File: src/rtl/delay_line_ctrl.sv
// Variable-length sample delay line with valid tracking and fill/primed status.
// Define DLINE_TAPS_EN to expose every stage on o_taps (convolution window).
module delay_line_ctrl #(
  parameter  int D  = 16,
  parameter  int N  = 27,
  localparam int LW = $clog2(N + 1)
) (
  input  logic          i_clk,
  input  logic          i_rst_n,
  input  logic          i_en,
  input  logic          i_clr,
  input  logic [LW-1:0] i_len,
  input  logic          i_valid,
  input  logic [D-1:0]  i_data,
  output logic          o_valid,
  output logic [D-1:0]  o_data,
  output logic          o_primed
`ifdef DLINE_TAPS_EN
  ,
  output logic [D*N-1:0] o_taps
`endif
);

  logic [N-1:0][D-1:0] stage;
  logic [N-1:0]        vld;
  logic [LW-1:0]       fill;
  logic [LW-1:0]       len_eff;
  logic [LW-1:0]       sel;

  always_ff @(posedge i_clk or negedge i_rst_n) begin
    if (!i_rst_n) begin
      stage <= '0;
      vld   <= '0;
      fill  <= '0;
    end else if (i_clr) begin
      stage <= '0;
      vld   <= '0;
      fill  <= '0;
    end else if (i_en) begin
      stage <= {stage[N-2:0], i_data};
      vld   <= {vld[N-2:0], i_valid};
      // bubbles never reduce fill; it only counts valid arrivals up to N
      if (i_valid && (fill != LW'(N))) begin
        fill <= fill + 1'b1;
      end
    end
  end

  always_comb begin
    len_eff = i_len;
    if (i_len == '0) begin
      len_eff = LW'(1);
    end else if (i_len > LW'(N)) begin
      len_eff = LW'(N);
    end
  end

  assign sel      = len_eff - 1'b1;
  assign o_data   = stage[sel];
  assign o_valid  = vld[sel];
  assign o_primed = (fill >= len_eff);

`ifdef DLINE_TAPS_EN
  assign o_taps = stage;
`endif

endmodule

File: config.mk
export PLATFORM = sky130hd
export DESIGN_NAME = delay_line_ctrl
export DESIGN_NICKNAME = d
export VERILOG_FILES = /design/src/rtl/delay_line_ctrl.sv
export SDC_FILE = /design/constraint.sdc
export NUM_CORES = 1
export LEC_CHECK = 0
export CAP_MARGIN = 20
export CELL_PAD_IN_SITES_DETAIL_PLACEMENT = 1
export CELL_PAD_IN_SITES_GLOBAL_PLACEMENT = 2
export CORE_ASPECT_RATIO = 0.9
export CORE_MARGIN = 4
export CORE_UTILIZATION = 30
export CTS_BUF_LIST = sky130_fd_sc_hd__clkbuf_8
export CTS_CLUSTER_SIZE = 12
export DETAILED_ROUTE_END_ITERATION = 7
export PLACE_DENSITY_LB_ADDON = 0.1
export SETUP_SLACK_MARGIN = 0.4
export SLEW_MARGIN = 0
export SYNTH_ARGS = -nofsm -noshare
export SYNTH_HDL_FRONTEND = slang
export SYNTH_SLANG_ARGS = --single-unit
File: constraint.sdc
create_clock -name i_clk -period 7.42 [get_ports i_clk]
set_input_delay 1.855 -clock i_clk [delete_from_list [all_inputs] [get_ports i_clk]]
set_output_delay 1.855 -clock i_clk [all_outputs]
set_load 0.02 [all_outputs]
=== Word level (Yosys, flattened, before mapping) ===
Cells that the tools add are included.

* Word-level logic and storage cells: 53
* Output and inout port bits: 18
* Input bits: 26
* Register bits: 464

* Add/sub/neg operators: 2
* Muxes and demuxes: 13
* Magnitude comparators: 3
* Reductions and logical operators: 5
* Eq/ne operators: 1

{| class="wikitable"
|+ Operator list
! operator !! number
|-
| $mux 432 || 2
|-
| $bmux 16 s5 || 1
|-
| $mux 27 || 2
|-
| $mux 5 || 5
|-
| $mux 16 || 1
|-
| $lt 5x6->1 const B || 1
|-
| $add 5x1->5 const B || 1
|-
| $bmux 1 s5 || 1
|-
| $ge 5x5->1 || 1
|-
| $gt 5x5->1 const B || 1
|-
| $logic_not 5->1 || 1
|-
| $ne 5x5->1 const B || 1
|-
| $sub 5x1->5 const B || 1
|-
| $reduce_bool 2->1 || 2
|-
| $reduce_and 2->1 || 1
|-
| $logic_and 1x1->1 || 1
|-
| $mux 1 || 1
|}

=== Logic depth before layout (Yosys ltp) ===
Gate-level depths: netlist of run 1.

* Depth in word-level cells: 6
* Mapped depth: 19
* Mapped depth without buffers: 10

=== Least setup slack after synthesis of run 1 ===
Ideal clock, no wire load.

* Path type: input -> output
* Start point: in i_len[1]
* End point: out o_valid
* Stages: 17
* Arrival time: 5.932 ns
* Data required time: 5.565 ns
* Buffers on the path: 9
* Path slack: -0.367 ns
* Cells stage by stage: or4_1 buf_2 nand2_4 inv_4 buf_6 buf_6 buf_4 buf_6 buf_2 ha_1 buf_2 buf_1 clkbuf_1 nand2_1 o221ai_1 nor3_1 nor4_1

* Word-level cells in the longest chain between the ends: 6
* Elaborated cells on any way between the ends: 7
* Classes of those cells: 1 x add/sub; 1 x order compare; 4 x mux; 1 x reduce/logical

{| class="wikitable"
|+ Ends and longest elaborated chain
! item !! line !! text
|-
| start: declaration || 12 || <nowiki>input logic [LW-1:0] i_len,</nowiki>
|-
| $gt 5x5->1 || 53 || <nowiki>end else if (i_len > LW'(N)) begin</nowiki>
|-
| $mux 5 || 53 ||
|-
| $mux 5 * || 51 || <nowiki>if (i_len == '0) begin</nowiki>
|-
| $sub 5x1->5 * || 58 || <nowiki>assign sel = len_eff - 1'b1;</nowiki>
|-
| $bmux 1 s5 * || 60 || <nowiki>assign o_valid = vld[sel];</nowiki>
|-
| $mux 1 (implied by the code) * || 60 ||
|-
| end: declaration || 15 || <nowiki>output logic o_valid,</nowiki>
|}

Every way passes the cells marked *; elsewhere a longest branch is shown, timed or not. The select of a mux whose other input is x is not followed.

=== Final worst setup path of run 1 ===
* Start point: in i_len[3]
* End point: out o_data[15]

* Word-level cells in the longest chain between the ends: 6
* Elaborated cells on any way between the ends: 7
* Classes of those cells: 1 x add/sub; 1 x order compare; 4 x mux; 1 x reduce/logical

{| class="wikitable"
|+ Ends and longest elaborated chain
! item !! line !! text
|-
| $gt 5x5->1 || 53 ||
|-
| $mux 5 || 53 ||
|-
| $mux 5 * || 51 ||
|-
| $sub 5x1->5 * || 58 ||
|-
| $bmux 16 s5 * || 59 || <nowiki>assign o_data = stage[sel];</nowiki>
|-
| $mux 16 (implied by the code) * || 59 ||
|-
| end: declaration || 16 || <nowiki>output logic [D-1:0] o_data,</nowiki>
|}

Marks and branches as above.

==> results.toml, run 1 <==
[layout]
stdcell_count = 3053
final_common_cell = "mux2i_1"
final_nets = 2046
layout_common_cells = "mux2i_1, nor2_1, dfrtp_1, clkbuf_8, mux4_2"
syn_to_final_growth_pct = 18.4
layout-drive-gt1-share = 0.169

[synth]
yosys.area_share.simple = 0.0998
synth_edf_count = 0
dominantRegCellSynth = "dfrtp_1"
synth_top_family_by_area = "multiplexers"
ys_ff_latch = 464
yosysUniqueCellTypes = 51
synth_fa_ha_area_frac = 0.00388
synth_nets = 1984
synth_cells = 1951
synth-compound-area-share = 0.0484
synth_mux_area_frac = 0.302
ys_seq_area_frac = 0.514
synth_xor_xnor_area_share = 0.00155
synthesis.area_um2 = 22600
syn_area_per_cell_um2 = 11.6
async_reset_ff_frac = 1.00
yosysWarningCount = 0

[clocking]
clk_latency_ns = 0.67
tritoncts = "built"
clock_path_buffers = 3
cts_inserted_buffers = 87
clock-sinks = 464
clockRootBuffer = "clkbuf_8"
ctsHoldBuffers = 0
cts.reportedPaths.clkPinSlew_ns = 0.05
ctsHtreeMaxLevel = 3

[global_routing]
grt_max_degree = 195
grt-ovfl-total = 0
antenna_found_initial = 3
grt_pass1_vias = 16554
grt_pass1_wl_um = 103000
grtUsageTotal = 0.164

[floorplan]
dieArea_um2 = 79800
dieHeight_um = 268
io_pins = 44
start_util = 0.303
fp.dieW_um = 297
placementRows = 95
core_area_um2 = 74600

[setup_path]
path_cells = "clkdlybuf4s50_1 -> or4_4 -> nand2_4 -> buf_4 -> mux4_1 -> and2_1 -> a211oi_2 -> a21oi_2 -> dlygate4sd2_1"
max_stage_delay_ns = 0.60
cp.required_ns = 5.57
criticalPathCategory = "primary input to primary output"
cpMaxStageDelayCell = "mux4_1"
crit_fanout = 24
endpoint_kind = "primary output"
cp-start-kind = "primary input"
worstPathArrival_ns = 5.12

[timing]
fmax_mhz = 143
finalSetupViolations = 0
rsz0062_at_grt = "yes"
tns_ns = 0
skew_ns = 0.0210
hold_violations = 0
fin_crit_ns = 6.98
slew_headroom = 0.263
period_share = 0.940
drv_slew = 0
max_slew.worst_pin.slew_ns = 1.11
fin_ws_ns = 0.445

[drt]
via_count = 15517
antenna_left = 0
wl_um = 66100
vias_per_cell = 5.08
wire_per_inst_um = 21.7
dr.pass1.iters = 8
drtIter0Drc = 789
drc = 0

[run]
cap_violations = 0

[power]
vdd_drop_max_mv = 0.103
p_leak_uw = 0.0130
total_power_uw = 5790
power_switching_uw = 1570
p_sw_frac = 0.271
seq_power_share = 0.442
p_comb_frac = 0.113
pwr_density_cell_nw_per_um2 = 216
p_int_uw = 4220
clkPwrFrac = 0.446

[place]
portBuffers = 43
placedCellCount = 2888
dp_hpwl_um = 38800
pre_cts_slack_ns = -0.175
gp_congestion = 0.741

[hold_path]
hp-class = "flop to flop"

[outcome]
outcome = "complete, no violations"
registers in the layout, summed over array words and instances, names as in the netlist:
name / flops
vld: 27
fill: 5
stage: 432
cell families after synthesis:
family | after synthesis
mux | 591
simple gates | 562
flops | 464
buf+inv | 166
compound gates | 157
fa+ha+maj | 7
xor+xnor | 4
cells in the mapped netlist, types with 7 or more instances:
cell type	n	area, um2
buf_1	41	154
buf_2	8	40.0
mux2i_1	520	5200
ha_1	7	87.6
clkbuf_1	95	357
o21bai_1	7	52.6
nand3_1	30	150
inv_1	10	37.5
a221oi_1	8	70.1
mux4_2	67	1510
dfrtp_1	464	11600
nand2_1	23	86.3
a222oi_1	15	150
a21oi_1	25	125
o22ai_1	17	106
o21ai_0	29	145
a31oi_1	9	56.3
nor3_1	11	55.1
o221ai_1	16	140
a211oi_1	7	52.6
nor2_1	468	1760
critical path, delay by kind of cell:
family | cells | cell delay (ns)
AND/OR/NAND/NOR | 3 | 0.86
AO/OA/AOI/OAI | 2 | 0.53
buffers and inverters | 3 | 1.25
multiplexers | 1 | 0.60
metal layers:
layer / part of all wire / GRT usage / up-vias / wire [um]
li1: - / - / 7090 / -
met1: 0.47 / 0.226 / 8144 / 31400
met2: 0.47 / 0.267 / 186 / 31100
met3: 0.031 / 0.0291 / 97 / 2030
met4: 0.024 / 0.0482 / 0 / 1580
met5: 0 / 0 / - / 0
repair_timing:
action / in CTS / in global routing
cloned: 2 / 3
setup endpoints to repair: 18 / 15
pin swaps: 8 / 11
gates resized for setup: 45 / 22
setup buffers: 0 / 1
layout make-up:
type | count | area (um2)
fillers | 7999 | 47900
flip-flops and latches | 464 | 11600
multi-input cells | 1321 | 10600
clock buffers | 113 | 1560
repair buffers | 127 | 1400
well taps | 970 | 1210
clock inverters | 45 | 256
inverters | 12 | 65.1
diodes | 1 | 2.50
per-stage QoR:
stage          cell area [um2]  hold slack [ns]  utilization
3_3_place_gp             24600            0.504        0.329
3_5_place_dp             24600            0.514        0.329
4_1_cts                  26600            0.528        0.356
5_1_grt                  26700            0.542        0.358
2_1_floorplan            22800            0.487            -
6_report                 26700            0.521        0.358
power groups by stage:
| stage | logic, uW | registers [uW] | clock network, uW |
|---|---|---|---|
| after global routing | 701 | 2560 | 2830 |
| after global placement | 627 | 2600 | 0 |
| after detailed placement | 630 | 2600 | 0 |
| final | 652 | 2560 | 2580 |
| after CTS | 651 | 2560 | 2700 |
| after floorplan | 359 | 2590 | 0 |
path summary, 6_finish.rpt:
check | from | to | slack (ns) | cells past startpoint
max | i_len[3] | o_data[15] | 0.44 | 9
min | stage[420] | stage[420] | 0.52 | 2
max reg2reg | fill[1] | fill[1] | 6.18 | 5
min reg2reg | stage[420] | stage[420] | 0.52 | 2
max in group asynchronous | i_rst_n | stage[384] | 4.63 | 2
min in group asynchronous | i_rst_n | stage[344] | 1.24 | 1
No activity file was read; power rests on OpenSTA's default activity.
==> run 2, diff against run 1 <==
--- a/config.mk
+++ b/config.mk
@@ -5,6 +5,7 @@
 export SDC_FILE = /design/constraint.sdc
 export NUM_CORES = 1
 export LEC_CHECK = 0
+export ABC_AREA = 1
 export CAP_MARGIN = 20
 export CELL_PAD_IN_SITES_DETAIL_PLACEMENT = 1
 export CELL_PAD_IN_SITES_GLOBAL_PLACEMENT = 2
@@ -14,6 +15,7 @@
 export CTS_BUF_LIST = sky130_fd_sc_hd__clkbuf_8
 export CTS_CLUSTER_SIZE = 12
 export DETAILED_ROUTE_END_ITERATION = 7
+export GPL_TIMING_DRIVEN = 0
 export PLACE_DENSITY_LB_ADDON = 0.1
 export SETUP_SLACK_MARGIN = 0.4
 export SLEW_MARGIN = 0
==> run 2 against run 1 <==
  * Setup slack gained 0.017 ns
  * Final area rose by 5.7%
  * Hold slack lost 0.040 ns
  * Final cell count up 46%
  * Sequential power is essentially flat
  * Combinational power is 58% higher
  * Non-clock buffer count is 192 higher
  * Clock skew is 0.018 ns higher
  * Critical path depth up 5
  * Critical endpoint is now o_data[3]
  * Maximum frequency increased by 0.24%
==> results.toml, run 2 <==
[setup_path]
cp-start-kind = "primary input"
endpoint_kind = "primary output"
cp.required_ns = 5.57
criticalPathCategory = "primary input to primary output"
crit_fanout = 10
worstPathArrival_ns = 5.10

[clocking]
ctsHoldBuffers = 0
clock-sinks = 464
tritoncts = "built"
cts_inserted_buffers = 88
cts.reportedPaths.clkPinSlew_ns = 0.05
clockRootBuffer = "clkbuf_8"
clk_latency_ns = 0.71
clock_path_buffers = 3
ctsHtreeMaxLevel = 3

[timing]
drv_slew = 0
period_share = 0.938
fin_crit_ns = 6.96
fmax_mhz = 144
rsz0062_at_grt = "yes"
fin_ws_ns = 0.461
finalSetupViolations = 0
slew_headroom = 0.308
skew_ns = 0.0391
tns_ns = 0
max_slew.worst_pin.slew_ns = 1.04
hold_violations = 0

[drt]
vias_per_cell = 5.24
wire_per_inst_um = 25.0
wl_um = 111000
drtIter0Drc = 1684
drc = 0
via_count = 23325
antenna_left = 0
dr.pass1.iters = 7

[hold_path]
hp-class = "flop to flop"

[outcome]
outcome = "complete, no violations"

[synth]
synth.area.top_cells = "dfrtp_1, nand3_1, nand2_1"
yosysTopAreaCell = "dfrtp_1"
async_reset_ff_frac = 1.00
synth_edf_count = 0
synth_nets = 3217
yosysUniqueCellTypes = 29
synth_cells = 3184
yosysMostFrequentCell = "nand2_1"
ys_seq_area_frac = 0.483
synth_common_cells = "nand2_1, nand3_1, dfrtp_1, o21ai_0, inv_1"
syn_area_per_cell_um2 = 7.55
synth_top_area_share = 0.483
yosysWarningCount = 0
ys_ff_latch = 464
dominantRegCellSynth = "dfrtp_1"
synthesis.area_um2 = 24100

[global_routing]
grt_pass1_wl_um = 166000
grtUsageTotal = 0.260
grt_max_degree = 112
grt-ovfl-total = 0
antenna_found_initial = 4
grt_pass1_vias = 24361

[layout]
final_nets = 3361
largestRegisters = "stage x432, vld x27, fill x5"
layout_common_cells = "nand2_1, nand3_1, dfrtp_1, o21ai_0, inv_1"
top_register = "stage"
final_common_cell = "nand2_1"
syn_to_final_growth_pct = 17.6
postLayoutCoreUtil = 0.356
layout-drive-gt1-share = 0.0951
largest_register_ffs = 432

[floorplan]
dieArea_um2 = 84800
start_util = 0.303
core_area_um2 = 79500
dieHeight_um = 277
io_pins = 44
placementRows = 98
fp.dieW_um = 306

[run]
cap_violations = 0

[power]
p_leak_uw = 0.0128
vdd_drop_max_mv = 0.110
total_power_uw = 6160
pwr_density_cell_nw_per_um2 = 218

[place]
portBuffers = 41
dp_hpwl_um = 82300
gp_congestion = 0.865
pre_cts_slack_ns = -1.87
[run 2: cell count changes after synthesis, sizes merged, moves of 17 or more]
cell	change
o21ai	+423
mux2i	-520
mux4	-71
buf	+51
o22ai	-17
nand2	+711
nand3b	+132
inv	+302
clkbuf	+60
nor2	-360
nand3	+631
[run 2: critical path: stages]
cell	delay, ns
clkdlybuf4s50_1	0.48
nand3_1	0.15
nand2_2	0.10
inv_4	0.12
buf_4	0.26
clkdlybuf4s15_1	0.83
nand3b_1	0.17
nand3_1	0.13
nand2_1	0.12
nand2_1	0.09
nand3_1	0.17
nor2_1	0.27
nor2_2	0.08
clkdlybuf4s15_2	0.26
[run 2: layer usage]
| metal | global-route usage | up-vias | share of wire |
|---|---|---|---|
| li1 | - | 10734 | - |
| met1 | 0.383 | 11801 | 0.49 |
| met2 | 0.388 | 611 | 0.43 |
| met3 | 0.0550 | 177 | 0.062 |
| met4 | 0.0673 | 2 | 0.026 |
| met5 | 0 | - | 0.00015 |
[run 2: cell type report]
class                      instances  area (um2)
sequential                       464       11600
timing repair buffer              54         623
fill                            9725       51200
antenna                            3        7.51
clock buffer                     115        1580
tap                             1050        1310
buffer                           265        1400
multi-input combinational       2141       10400
clock inverter                    43         179
inverter                         314        1190
[run 2: report_power, final]
part / leakage (uW) / internal (uW) / switching, uW / total, uW
Sequential: 0.00647 / 2540 / 7.34 / 2550
Combinational: 0.00528 / 264 / 770 / 1030
Clock: 0.00103 / 1380 / 1200 / 2570
[run 2: metrics by stage]
stage	hold WS, ns	cells	instance area [um2]
global placement	0.460	4275	25800
CTS	0.484	4444	28200
floorplan	0.443	3184	24100
global route	0.501	4447	28300
detailed placement	0.469	4279	25900
finish	0.481	4449	28300
[run 2: kinds of logic (layout without fill, tap and decap cells)]
group / after synthesis / count (layout) / share of synthesized area
simple gates: 1640 / 1640 / 0.312
buf+inv: 579 / 791 / 0.0962
compound gates: 493 / 493 / 0.105
flops: 464 / 464 / 0.483
fa+ha+maj: 7 / 7 / 0.00364
xor+xnor: 1 / 1 / 0.000364
other cells: 0 / 3 / 0
[run 2: worst paths after layout]
check                      depth (start not counted)         end       start  slack, ns
hold reg to reg                                    2  stage[421]  stage[421]       0.48
setup / recovery                                  14   o_data[3]    i_len[2]       0.46
setup reg to reg                                   8     fill[4]     fill[1]       5.79
max in group asynchronous                          3  stage[194]     i_rst_n       4.74
hold / removal                                     2  stage[421]  stage[421]       0.48
min in group asynchronous                          1  stage[411]     i_rst_n       1.11
[run 2: timing repair]
item | CTS | global route
cloned | 0 | 0
pin swaps | 7 | 4
resized for setup | 193 | 51
setup buffers | 7 | 2
setup endpoints to repair | 17 | 17
==> run 3, diff against run 2 <==
--- a/config.mk
+++ b/config.mk
@@ -5,7 +5,6 @@
 export SDC_FILE = /design/constraint.sdc
 export NUM_CORES = 1
 export LEC_CHECK = 0
-export ABC_AREA = 1
 export CAP_MARGIN = 20
 export CELL_PAD_IN_SITES_DETAIL_PLACEMENT = 1
 export CELL_PAD_IN_SITES_GLOBAL_PLACEMENT = 2
@@ -22,3 +21,4 @@
 export SYNTH_ARGS = -nofsm -noshare
 export SYNTH_HDL_FRONTEND = slang
 export SYNTH_SLANG_ARGS = --single-unit
+export TNS_END_PERCENT = 50
==> run 3 against run 2 <==
  * The run now ends with negative setup slack left
  * Largest cell class unchanged
  * Routed wire length shrank 25%
  * Critical endpoint is now o_data[13]
  * First-iteration DRC count down 46%
  * Final area down 2.7%
  * Critical path type unchanged
  * Via count down 30%
  * Clock power is 2% lower
  * Highest routed layer is now met4
  * Largest power group is now registers
==> results.toml, run 3 (synthesis results as in run 1) <==
[layout]
largest_register_ffs = 432
layout-drive-gt1-share = 0.177
largestRegisters = "stage x432, vld x27, fill x5"
register_area_um2 = 11600
final_nets = 2166
syn_to_final_growth_pct = 21.9
top_register = "stage"
postLayoutCoreUtil = 0.369
final_common_cell = "mux2i_1"
final_area_um2 = 27500
nFillCells = 8068
layout_common_cells = "mux2i_1, nor2_1, dfrtp_1, clkbuf_8, clkbuf_1"
multi_input_area_um2 = 10900

[setup_path]
cp.required_ns = 5.57
timing.rr.start = "fill[1]"
reg2reg_slack_ns = 6.16
cpMaxStageDelayCell = "a222oi_1"
crit_path_frequent_cell = "buf_12"
reg2reg_to = "fill[1]"
crit_fanout = 8
cp_top_family = "buffers and inverters"
cp-start-kind = "primary input"
worstPathArrival_ns = 6.08
worst-path-buf-inv = 13
max_stage_delay_ns = 1.15
criticalPathCategory = "primary input to primary output"
path_cells = "buf_12 -> or4_4 -> buf_6 -> nand2_8 -> inv_12 -> buf_12 -> buf_16 -> buf_12 -> buf_12 -> buf_12 -> ha_4 -> buf_12 -> clkinv_8 -> clkbuf_16 -> clkbuf_16 -> mux4_2 -> a222oi_1 -> a22oi_2 -> buf_6"
endpoint_kind = "primary output"
rr_worst_depth = 5

[hold_path]
hold_start = "stage[429]"
whs_path_depth = 2
hp-class = "flop to flop"
hold_end = "stage[429]"

[clocking]
clk_latency_ns = 0.69
tritoncts = "built"
clock_path_buffers = 3
clock-sinks = 464
clockRootBuffer = "clkbuf_8"
cts.reportedPaths.clkPinSlew_ns = 0.06
ctsHoldBuffers = 0
cts_inserted_buffers = 87
ctsHtreeMaxLevel = 3

[power]
vdd_drop_max_mv = 0.117
pwr_density_cell_nw_per_um2 = 212
p_leak_uw = 0.0132

[timing]
drv_slew = 0
fin_ws_ns = -0.517
skew_ns = 0.0282
fin_hold_ws_ns = 0.527
fmax_mhz = 126
max_slew.worst_pin.slew_ns = 1.33
fin_crit_ns = 7.94
period_share = 1.07
slew_headroom = 0.115
rsz0062_at_grt = "yes"
hold_violations = 0
finalSetupViolations = 11
tns_ns = -2.56

[drt]
dr.pass1.iters = 6
drtIter0Drc = 917
drc = 0
wire_per_inst_um = 26.2
vias_per_cell = 5.16
wl_um = 83100
antenna_left = 0
via_count = 16360

[global_routing]
grt_pass1_vias = 17179
grt_pass1_wl_um = 123000
grtUsageTotal = 0.209
antenna_found_initial = 3
grt-ovfl-total = 0
grt_max_degree = 104

[floorplan]
dieArea_um2 = 79800
start_util = 0.303
io_pins = 44
dieHeight_um = 268
core_area_um2 = 74600
placementRows = 95
fp.dieW_um = 297

[outcome]
violations = "negative setup slack"
outcome = "complete, but fails checks"

[place]
pre_cts_slack_ns = -2.69
dp_hpwl_um = 59700
portBuffers = 41
dpl_cell_area_um2 = 24600
gp_congestion = 0.814

[run]
cap_violations = 0
==> run 3: cell types whose count changed in the layout (fill, tap and decap cells not counted), sizes merged, moves of 15 or more <==
| cell | before | now |
|---|---|---|
| nand2 | 735 | 24 |
| nand3 | 661 | 30 |
| mux2i | 0 | 520 |
| o21ai | 453 | 30 |
| nor2 | 108 | 468 |
| inv | 348 | 42 |
| nand3b | 132 | 0 |
| mux4 | 0 | 71 |
| clkbuf | 266 | 206 |
| o22ai | 0 | 17 |
| o221ai | 0 | 16 |
| a222oi | 0 | 15 |
==> run 3: metal layers <==
layer  vias up  part of all wire  routed length, um  GRT usage
met2       320              0.43              35900      0.314
met5         -                 0                  0          0
met1      8605              0.50              41300      0.308
met3        99             0.047               3910     0.0456
li1       7336                 -                  -          -
met4         0             0.025               2040     0.0557
==> run 3: how the worst max path moves through the flow <==
stage / start / to / slack [ns] / cells after the start
final: i_len[1] / o_data[13] / -0.52 / 19
after global routing: i_len[4] / o_data[9] / -0.39 / 19
after CTS: i_len[4] / o_data[9] / -0.40 / 19
after detailed placement: i_len[2] / o_data[4] / -2.69 / 19
after global placement: i_rst_n / stage[174] / -17.76 / 1
after floorplan: i_len[1] / o_valid / 0.41 / 18
==> run 3: where the power goes <==
| group | internal [uW] | switching (uW) | leakage [uW] |
|---|---|---|---|
| logic | 289 | 483 | 0.00569 |
| clock network | 1360 | 1150 | 0.00100 |
| registers | 2540 | 12.2 | 0.00647 |
| total | 4190 | 1640 | 0.0132 |
==> run 3: worst min-delay path, cell delays in order, from the launching register on <==
cell and delay [ns]:
dfrtp_1 0.35, mux2i_1 0.07, nor2_1 0.08
==> run 3: metrics by stage <==
stage,instances,total power [uW]
floorplan,1951,2950
global placement,2962,3250
detailed placement,2970,3260
CTS,3155,5910
global route,3170,6090
finish,3170,5840
==> run 3: area by class of cell <==
cell class / instances / area share
tap: 970 / 0.0441
multi-input combinational: 1321 / 0.397
sequential: 464 / 0.422
antenna: 3 / 0.000273
clock buffer: 114 / 0.0570
clock inverter: 39 / 0.00595
inverter: 12 / 0.00255
timing repair buffer: 93 / 0.0353
buffer: 154 / 0.0357
==> run 3: repair_timing <==
item / CTS / global route
endpoints found under the setup margin: 18 / 18
gates resized for setup: 182 / 83
pin swaps: 29 / 28
setup buffers: 32 / 12
